$ cat src/rtl/mano_run_ctrl.sv
// Run/step/halt sequencer for the Mano accumulator computer: owns the sequence
// counter, gates every datapath enable, and arbitrates the RAM with the loader.
module mano_run_ctrl #(
    parameter int ADDR_W = 4,
    parameter int DATA_W = 8
) (
    input  logic              CLK,
    input  logic              RST,
    input  logic              run,
    input  logic              step,
    input  logic              halt_req,
    input  logic              instr_done,
    input  logic              hlt_instr,
    input  logic              cpu_we,
    input  logic [ADDR_W-1:0] cpu_addr,
    input  logic [DATA_W-1:0] cpu_wdata,
    input  logic              ld_req,
    input  logic [ADDR_W-1:0] ld_addr,
    input  logic [DATA_W-1:0] ld_data,
    output logic              ld_ack,
    output logic [7:0]        T,
    output logic              cpu_en,
    output logic              mem_we,
    output logic [ADDR_W-1:0] mem_addr,
    output logic [DATA_W-1:0] mem_wdata,
    output logic              mem_sel,
    output logic [1:0]        state,
    output logic [7:0]        instr_count,
    output logic              sc_err
);

    // Handshake: the loader holds ld_req; each accepted word is acknowledged
    // by a single-cycle ld_ack in the LOAD cycle, which is also the RAM write.
    typedef enum logic [1:0] {
        ST_HALT = 2'b00,
        ST_RUN  = 2'b01,
        ST_STEP = 2'b10,
        ST_LOAD = 2'b11
    } state_t;

    state_t            state_q, state_d;
    logic [2:0]        sc_q, sc_d;
    logic [7:0]        instr_count_q, instr_count_d;
    logic              sc_err_q, sc_err_d;
    logic              pend_halt_q, pend_halt_d;
    logic [ADDR_W-1:0] ld_addr_q, ld_addr_d;
    logic [DATA_W-1:0] ld_data_q, ld_data_d;

    logic executing;
    logic stop_now;

    assign executing = (state_q == ST_RUN) || (state_q == ST_STEP);
    assign stop_now  = (state_q == ST_STEP) || pend_halt_q || hlt_instr || halt_req;

    // State register
    always_ff @(posedge CLK) begin
        if (RST) begin
            state_q       <= ST_HALT;
            sc_q          <= 3'd0;
            instr_count_q <= 8'd0;
            sc_err_q      <= 1'b0;
            pend_halt_q   <= 1'b0;
            ld_addr_q     <= '0;
            ld_data_q     <= '0;
        end else begin
            state_q       <= state_d;
            sc_q          <= sc_d;
            instr_count_q <= instr_count_d;
            sc_err_q      <= sc_err_d;
            pend_halt_q   <= pend_halt_d;
            ld_addr_q     <= ld_addr_d;
            ld_data_q     <= ld_data_d;
        end
    end

    // Next-state logic
    always_comb begin
        state_d       = state_q;
        sc_d          = sc_q;
        instr_count_d = instr_count_q;
        sc_err_d      = sc_err_q;
        pend_halt_d   = pend_halt_q;
        ld_addr_d     = ld_addr_q;
        ld_data_d     = ld_data_q;

        case (state_q)
            ST_HALT: begin
                sc_d        = 3'd0;
                pend_halt_d = 1'b0;
                if (ld_req) begin
                    state_d   = ST_LOAD;
                    ld_addr_d = ld_addr;
                    ld_data_d = ld_data;
                end else if (run) begin
                    state_d = ST_RUN;
                end else if (step) begin
                    state_d = ST_STEP;
                end
            end
            ST_RUN, ST_STEP: begin
                if (instr_done) begin
                    sc_d          = 3'd0;
                    instr_count_d = instr_count_q + 8'd1;
                    if (stop_now) begin
                        state_d     = ST_HALT;
                        pend_halt_d = 1'b0;
                    end
                end else if (sc_q == 3'd7) begin
                    // A runaway instruction never raised CLRSC: stop rather than wrap.
                    sc_err_d    = 1'b1;
                    sc_d        = 3'd0;
                    state_d     = ST_HALT;
                    pend_halt_d = 1'b0;
                end else begin
                    sc_d = sc_q + 3'd1;
                    if (halt_req) begin
                        pend_halt_d = 1'b1;
                    end
                end
            end
            ST_LOAD: begin
                state_d = ST_HALT;
            end
            default: begin
                state_d = ST_HALT;
            end
        endcase
    end

    // Output decode; RST gates every write so a coinciding reset aborts it
    always_comb begin
        T         = 8'h00;
        T[sc_q]   = 1'b1;
        cpu_en    = executing && !RST;
        mem_sel   = (state_q == ST_LOAD) && !RST;
        ld_ack    = mem_sel;
        mem_addr  = cpu_addr;
        mem_wdata = cpu_wdata;
        mem_we    = cpu_we && cpu_en;
        if (mem_sel) begin
            mem_addr  = ld_addr_q;
            mem_wdata = ld_data_q;
            mem_we    = 1'b1;
        end
    end

    assign state       = state_q;
    assign instr_count = instr_count_q;
    assign sc_err      = sc_err_q;

endmodule
$ cat config.mk
export PLATFORM = sky130hd
export DESIGN_NAME = mano_run_ctrl
export DESIGN_NICKNAME = d
export VERILOG_FILES = /design/src/rtl/mano_run_ctrl.sv
export SDC_FILE = /design/constraint.sdc
export NUM_CORES = 1
export LEC_CHECK = 0
export ABC_AREA = 1
export ABC_CLOCK_PERIOD_IN_PS = 1700
export BUFFER_PORTS_ARGS = -buffer_cell sky130_fd_sc_hd__buf_2
export CAP_MARGIN = 20
export CELL_PAD_IN_SITES_DETAIL_PLACEMENT = 1
export CELL_PAD_IN_SITES_GLOBAL_PLACEMENT = 1
export CORE_MARGIN = 4
export CORE_UTILIZATION = 31
export DETAILED_ROUTE_END_ITERATION = 10
export GPL_TIMING_DRIVEN = 0
export PLACE_DENSITY_LB_ADDON = 0.05
export SLEW_MARGIN = 15
export SYNTH_ARGS = -nofsm -noshare
export SYNTH_HDL_FRONTEND = slang
export SYNTH_SLANG_ARGS = --single-unit
$ cat constraint.sdc
create_clock -name CLK -period 1.7 [get_ports CLK]
set_clock_uncertainty 0.1 [all_clocks]
set_input_delay 0.34 -clock CLK [delete_from_list [all_inputs] [get_ports CLK]]
set_output_delay 0.34 -clock CLK [all_outputs]
set_load 0.1 [all_outputs]
==> results of run 1 <==
## kinds of logic after synthesis
kind of cell,Yosys count
AO/OA/AOI/OAI,22
XOR/XNOR,1
adder cells (fa/ha/maj),7
buffers and inverters,30
flip-flops,27
AND/OR/NAND/NOR,134
## what timing repair did
item / in CTS
setup endpoints to repair: 24
cloned: 1
resized for setup: 127
buffers inserted: 16
pin swaps: 8
## stage by stage
stage               std cells  area, sq um  setup WS, ns  TNS, ns
floorplan                 221         1902       -0.5363   -4.708
global placement          340         2302       -0.5420   -6.827
detailed placement        340         2302       -0.5629   -7.155
CTS                       361         3033       -0.3738   -5.365
## cell usage after synthesis (2+ instances only)
| cell type | number |
|---|---|
| inv_1 | 21 |
| a21oi_1 | 4 |
| nand3_1 | 3 |
| nand4_1 | 7 |
| buf_2 | 4 |
| dfxtp_1 | 27 |
| nand2_1 | 61 |
| o21ai_0 | 17 |
| nand3_2 | 3 |
| ha_1 | 7 |
| nor2_1 | 48 |
| inv_2 | 2 |
| nor3_1 | 8 |
| nor2_4 | 2 |
==> run summary, run 1 <==
Run status = aborted with a tool error
Halt point of the flow = 5_1_grt
Tool Error = [ERROR DPL-0033] detailed placement checks failed during check placement.
Largest family of logic cells by synthesized area = simple AND/OR/NAND/NOR gates
Async set-or-reset flop fraction in the synthesized netlist = 0%
Maximum root-to-sink buffer count = 2
Number of H-tree levels = 1
#FFs+latches synth = 27
Post-synthesis share of cell area spent on full adders, half adders and majority gates = 6.019%
Initial standard-cell utilization of the core = 32.74%
Largest area contributor in the netlist = dfxtp_1
Synthesized-area fraction occupied by xor and xnor cells = 0.6019%
Syn_nets = 261
Multiplexer share of the synthesized area = 0%
Post-Synth Simple-Gate Area = 39.64%
Leading register cell type out of synthesis = dfxtp_1
Number of enable flip-flop cells after synthesis = 0
TritonCTS Sinks = 27
Ranking of synthesized cells by area = dfxtp_1 37%, nand2_1 16%, nor2_1 12%
Worst-path endpoint category = top-level output
Pin count of the biggest net entering global routing = 17
Antenna violations before repair = 0
RD Place Congestion = 0.7635
Die Height = 76.51 um
Compound-Gate Fraction of Synth Area = 7.739%
Unique cell type count in the Yosys netlist = 21
Count of pins on the block boundary = 68
Synthesized area per cell = 6.584 sq um
Area fraction of the dominant cell type after synthesis = 37.15%
Port Buffers = 67
CTS Root Cell = clkbuf_8
CTS buffer count = 3
Worst endpoint after global-route timing repair = mem_wdata[5]
Post-DP HPWL = 3.752 mm
Number of hold-repair buffers added at the cts stage = 0
Cell row count = 24
Floorplan die width = 76.51 um
Post-synth design cell area = 1455 sq um
Share of synthesized area occupied by flip-flops and latches = 37.15%
Warnings, synthesis = 0
Synthesized instance count = 221
==> run 2: changes to the inputs <==
--- a/config.mk
+++ b/config.mk
@@ -9,13 +9,11 @@
 export ABC_CLOCK_PERIOD_IN_PS = 1700
 export BUFFER_PORTS_ARGS = -buffer_cell sky130_fd_sc_hd__buf_2
 export CAP_MARGIN = 20
-export CELL_PAD_IN_SITES_DETAIL_PLACEMENT = 1
-export CELL_PAD_IN_SITES_GLOBAL_PLACEMENT = 1
 export CORE_MARGIN = 4
-export CORE_UTILIZATION = 31
+export CORE_UTILIZATION = 33
 export DETAILED_ROUTE_END_ITERATION = 10
 export GPL_TIMING_DRIVEN = 0
-export PLACE_DENSITY_LB_ADDON = 0.05
+export PLACE_DENSITY_LB_ADDON = 0.15
 export SLEW_MARGIN = 15
 export SYNTH_ARGS = -nofsm -noshare
 export SYNTH_HDL_FRONTEND = slang
==> run summary, run 2 <==
Ranking of synthesized cells by area = dfxtp_1 37%, nand2_1 16%, nor2_1 12%
Total die area = 5536 sq um
Total of max-cap violations = 0
Proportion of layout cells with a drive suffix above 1 = 58.60%
Post-DP HPWL = 3.171 mm (-15%)
Via count = 1788
Share of the cycle needed by the critical path after routing = 117.9%
Clock input transition at the sequential cells of the worst setup and hold paths = 0.10 ns
CTS Root Cell = clkbuf_8
Global-route usage over all layers = 19.12%
Routed vias/inst = 4.912
Pwr per Cell Area = 1282 nW/um^2
Endpoints failing setup = 26
Run status = complete, but fails checks
Minimum clock period after layout = 2.004 ns
Clock latency at the later pin of the worst-skew pair = 0.27 ns
Share of synthesized area occupied by flip-flops and latches = 37.15% (unchanged)
Initial standard-cell utilization of the core = 35.11% (+2.4 points)
Synthesized instance count = 221 (unchanged)
Syn_nets = 261 (unchanged)
Detailed-route DRC error count = 0
Top library cells by usage in the layout, fill and taps aside = 45 x buf_2, 42 x nor2_1, 26 x buf_12
Sort of element at the end of the critical path = output pin
Floorplan die width = 74.41 um (-2.8%)
Number of H-tree levels = 1 (unchanged)
Core Box Area = 4144 sq um
Number of hold-repair buffers added at the cts stage = 0 (unchanged)
Arrival time at the worst endpoint = 1.56 ns
Signed area change from the synthesized netlist to the final layout = 123.4%
Antenna violations before repair = 0
RD Place Congestion = 0.7687 (+0.68%)
Cell row count = 23 (-4.2%)
First-pass detailed-route iteration total = 4
Most used standard cells in the synthesized netlist = 61 x nand2_1, 48 x nor2_1, 27 x dfxtp_1
Leading register cell type out of synthesis = dfxtp_1
Number of enable flip-flop cells after synthesis = 0 (unchanged)
Setup repair after global routing missed its margin = true
Final non-filler cell total = 364
Most instantiated library cell after synthesis = nand2_1
#FFs+latches synth = 27 (unchanged)
CTS buffer count = 3 (unchanged)
Die Height = 74.41 um (-2.8%)
Remaining antenna violation count after routing = 0
Most common cell after layout, fill and taps aside = buf_2
Largest area contributor in the netlist = dfxtp_1
Post-synth design cell area = 1455 sq um (unchanged)
Maximum root-to-sink buffer count = 2 (unchanged)
Detailed-route wire length = 5.540 mm
Area fraction of the dominant cell type after synthesis = 37.15% (unchanged)
Final core utilization = 78.44%
Failing checks = setup timing
Worst Hold Class = in -> reg
Avg WL per Cell = 15.22 um
TritonCTS clock tree = built
Upper clock frequency limit = 499.0 MHz
Leak Pwr = 1.475 nW
Type of the worst setup path = reg -> out
TritonCTS Sinks = 27 (unchanged)
Sum of negative setup slack = -4.370 ns
Pin count of the biggest net entering global routing = 16
Total grt overflow = 0
Number of cells after detailed placement = 338 (-0.59%)
Worst Setup Start Kind = flop
Number of nets in the finished design = 355
First-pass GRT wire length = 8.079 mm
Worst hold slack across all endpoints = 0.2310 ns
Crit-path max FO = 3
CP Data Required Time = 1.26 ns
Starting DRT DRC Count = 64
Vias in the first global route = 1728
Count of pins on the block boundary = 68 (unchanged)
Endpoints failing hold = 0
Unique cell type count in the Yosys netlist = 21 (unchanged)
Relative slew slack = 67.03%
Ant diodes = 0
Slew at the pin with the worst max-slew slack = 0.4980 ns
Final setup margin = -0.3039 ns
Number of pins with negative max-slew slack in the final report = 0
Final total power = 4.166 mW
Warnings, synthesis = 0 (unchanged)
Synthesized area per cell = 6.584 sq um (unchanged)
Port Buffers = 67 (unchanged)
Worst voltage drop across the vdd grid = 1348 uV
Async set-or-reset flop fraction in the synthesized netlist = 0% (unchanged)
run 2: cell counts after synthesis:
No cell type changed its count.
run 2: area by class of cell:
type	instances	area, sq um
clock inverters	1	5.005
well taps	50	62.56
clock buffers	3	41.29
plain buffers	6	60.06
repair buffers	90	937.1
inverters	23	116.4
multi-input cells	164	1464
fillers	260	893.4
flip-flops and latches	27	564.3
run 2: path summary, 6_finish.rpt:
kind,from,endpoint,slack (ns),depth (start not counted)
worst max-delay path,state[0],mem_we,-0.30,8
worst min-delay path,ld_data[1],ld_data_q[1],0.23,3
worst max register to register,state[0],instr_count[6],-0.06,10
worst min register to register,sc_err,sc_err,0.38,2
run 2: per-layer routing:
metal  track usage (%)  up-vias  routed length [um]
li1                  -      889                   -
met3             4.730       12                 333
met1             22.24      836                2055
met4             5.534        0                 131
met2             34.54       51                3019
met5                 0        -                   0
run 2: power breakdown:
part	internal (mW)	switching [mW]	total [mW]
clock	0.164	0.204	0.369
combinational	1.05	1.80	2.85
sequential	0.782	0.163	0.945
run 2: stage by stage:
stage / area (sq um) / setup slack (ns)
floorplan: 1902 / -0.5363
finish: 3251 / -0.3039
global route: 3251 / -0.3542
detailed placement: 2300 / -0.5695
global placement: 2300 / -0.5330
CTS: 3044 / -0.3682
run 2: kinds of logic after synthesis:
logic type               share of synthesized area (%)
XOR/XNOR                                        0.6020
AND/OR/NAND/NOR                                  39.64
buffers and inverters                            8.857
flip-flops                                       37.15
AO/OA/AOI/OAI                                    7.739
adder cells (fa/ha/maj)                          6.019
run 2: critical path: stages, from the launching register on:
cell     delay (ns)
dfxtp_4        0.38
buf_6          0.10
inv_4          0.04
ha_4           0.28
inv_4          0.04
nor2_4         0.14
nand2_4        0.08
nand2_8        0.06
buf_12         0.16
run 2: repair_timing:
action                     CTS  global route
buffers inserted            18             6
gates cloned                 1             1
gates resized for setup    127            48
pin swaps                   11            22
setup endpoints to repair   24            40
Power figures use the tool's default switching activity.
==> run 3: changes to the inputs <==
==> constraint.sdc (replaced) <==
create_clock -name CLK -period 1.7 [get_ports CLK]
set_clock_uncertainty 0.1 [all_clocks]
set_input_delay 0.255 -clock CLK [delete_from_list [all_inputs] [get_ports CLK]]
set_output_delay 0.255 -clock CLK [all_outputs]
set_load 0.1 [all_outputs]
==> run summary, run 3 (same netlist as run 2, synthesis figures left out) <==
Sort of element at the end of the critical path = output pin
Upper clock frequency limit = 510.5 MHz (+2.3%)
Failing checks = setup timing
Number of H-tree levels = 1 (unchanged)
Number of pins with negative max-slew slack in the final report = 0 (unchanged)
Number of hold-repair buffers added at the cts stage = 0 (unchanged)
Crit-path max FO = 5 (+2)
Remaining antenna violation count after routing = 0 (unchanged)
Post-DP Area = 2292 sq um (-0.33%)
TritonCTS Sinks = 27 (unchanged)
CTS buffer count = 3 (unchanged)
First-pass GRT wire length = 7.866 mm (-2.6%)
Final core utilization = 74.67% (-3.8 points)
Worst Setup Start Kind = flop
Share of the cycle needed by the critical path after routing = 115.2% (-2.7 points)
Run status = complete, but fails checks
Clock latency at the later pin of the worst-skew pair = 0.27 ns (about the same)
Ant diodes = 0 (unchanged)
Final non-filler cell area = 3094 sq um (-4.8%)
Minimum clock period after layout = 1.959 ns (-0.04515 ns)
Worst-case setup slack after placement = -0.4672 ns (+0.1024 ns)
Worst voltage drop across the vdd grid = 1871 uV (+39%)
Pwr per Cell Area = 1274 nW/um^2 (-0.61%)
Clock input transition at the sequential cells of the worst setup and hold paths = 0.10 ns (about the same)
Cell row count = 23 (unchanged)
Number of cells after detailed placement = 338 (unchanged)
Maximum root-to-sink buffer count = 2 (unchanged)
TritonCTS clock tree = built
Sum of negative setup slack = -3.504 ns (+0.8658 ns)
Slew at the pin with the worst max-slew slack = 0.4967 ns (-0.001261 ns)
Leak Pwr = 1.427 nW (-3.3%)
Avg WL per Cell = 14.14 um (-7.1%)
Proportion of layout cells with a drive suffix above 1 = 56.65% (-2.0 points)
Post-DP HPWL = 3.162 mm (-0.31%)
Via count = 1738 (-2.8%)
Number of nets in the finished design = 357 (+0.56%)
Total grt overflow = 0 (unchanged)
Arrival time at the worst endpoint = 1.60 ns (+0.04 ns)
RD Place Congestion = 0.7790 (+1.3%)
Total die area = 5536 sq um (unchanged)
Relative slew slack = 67.11% (+0.084 points)
Detailed-route wire length = 5.176 mm (-6.6%)
CP Data Required Time = 1.34 ns (+0.08 ns)
Initial standard-cell utilization of the core = 35.11% (unchanged)
Pin count of the biggest net entering global routing = 16 (unchanged)
Starting DRT DRC Count = 90 (+41%)
Signed area change from the synthesized netlist to the final layout = 112.6%
Routed vias/inst = 4.749 (-3.3%)
Endpoints failing setup = 16 (-38%)
Antenna violations before repair = 0 (unchanged)
First-pass detailed-route iteration total = 4 (unchanged)
Floorplan die width = 74.41 um (unchanged)
Top library cells by usage in the layout, fill and taps aside = 46 x buf_2, 46 x nor2_1, 25 x buf_12
Core Box Area = 4144 sq um (unchanged)
Total of max-cap violations = 0 (unchanged)
Count of pins on the block boundary = 68 (unchanged)
Detailed-route DRC error count = 0 (unchanged)
Worst Hold Class = in -> reg
Setup repair after global routing missed its margin = true
Port Buffers = 67 (unchanged)
Final setup margin = -0.2587 ns (+0.04515 ns)
Endpoints failing hold = 0 (unchanged)
Global-route usage over all layers = 17.90% (-1.2 points)
Final non-filler cell total = 366 (+0.55%)
Vias in the first global route = 1759 (+1.8%)
Die Height = 74.41 um (unchanged)
Type of the worst setup path = reg -> out
CTS Root Cell = clkbuf_8
-- run 3: changes by cell type in the layout (fill, tap and decap cells not counted), moves of 2 or more --
cell     before  now
nor2_4        5    3
inv_6         0    2
nand2_8      25   18
nor2_1       42   46
nand2_4      12   10
nor2_2        3    1
nand3_4       2    0
buf_4        10   17
inv_4         6    3
buf_6        11    7
nand2_2       4   12
-- run 3: final timing paths --
path / slack, ns / endpoint / depth (start not counted) / start
setup / recovery: -0.26 / mem_wdata[7] / 9 / state[1]
hold / removal: 0.13 / ld_data_q[3] / 3 / ld_data[3]
setup reg to reg: 0.06 / instr_count[6] / 9 / state[1]
hold reg to reg: 0.36 / sc_err / 2 / sc_err
-- run 3: worst max-delay path, stage by stage (launching register included) --
cell and delay (ns):
dfxtp_4 0.39, ha_4 0.14, inv_4 0.04, nor2_4 0.12
inv_4 0.07, buf_12 0.13, buf_12 0.14, nand2_4 0.08
nand2_8 0.05, buf_12 0.16
-- run 3: report_power, final --
part | switching, mW | internal [mW] | leakage, nW
combinational | 1.67 | 0.970 | 1.17
sequential | 0.147 | 0.782 | 0.226
clock | 0.208 | 0.164 | 0.0255
-- run 3: final cells by class --
type                       instances  area [sq um]
inverter                          23         111.4
fill                             285          1050
buffer                             7         80.08
multi-input combinational        164          1315
tap                               50         62.56
clock inverter                     1         5.005
timing repair buffer              91         914.6
clock buffer                       3         41.29
sequential                        27         564.3
-- run 3: what timing repair did --
item,4_1_cts,5_1_grt
pin swaps,3,10
buffers inserted,15,7
gates resized for setup,110,19
endpoints found under the setup margin,23,28
cloned,1,1
-- run 3: layer usage --
layer	part of all wire (%)	GRT usage (%)	vias up
li1	-	-	888
met1	39	22.17	787
met2	54	32.78	55
met3	5.5	3.378	8
met4	1.2	2.569	0
met5	0	0	-
-- run 3: metrics by stage --
| step | total power [mW] | hold WS [ns] |
|---|---|---|
| after floorplan | 2.574 | 0.2200 |
| after global placement | 2.852 | 0.3539 |
| after detailed placement | 2.871 | 0.3476 |
| after CTS | 3.733 | 0.1295 |
| after global routing | 4.145 | 0.1584 |
| final | 3.941 | 0.1314 |
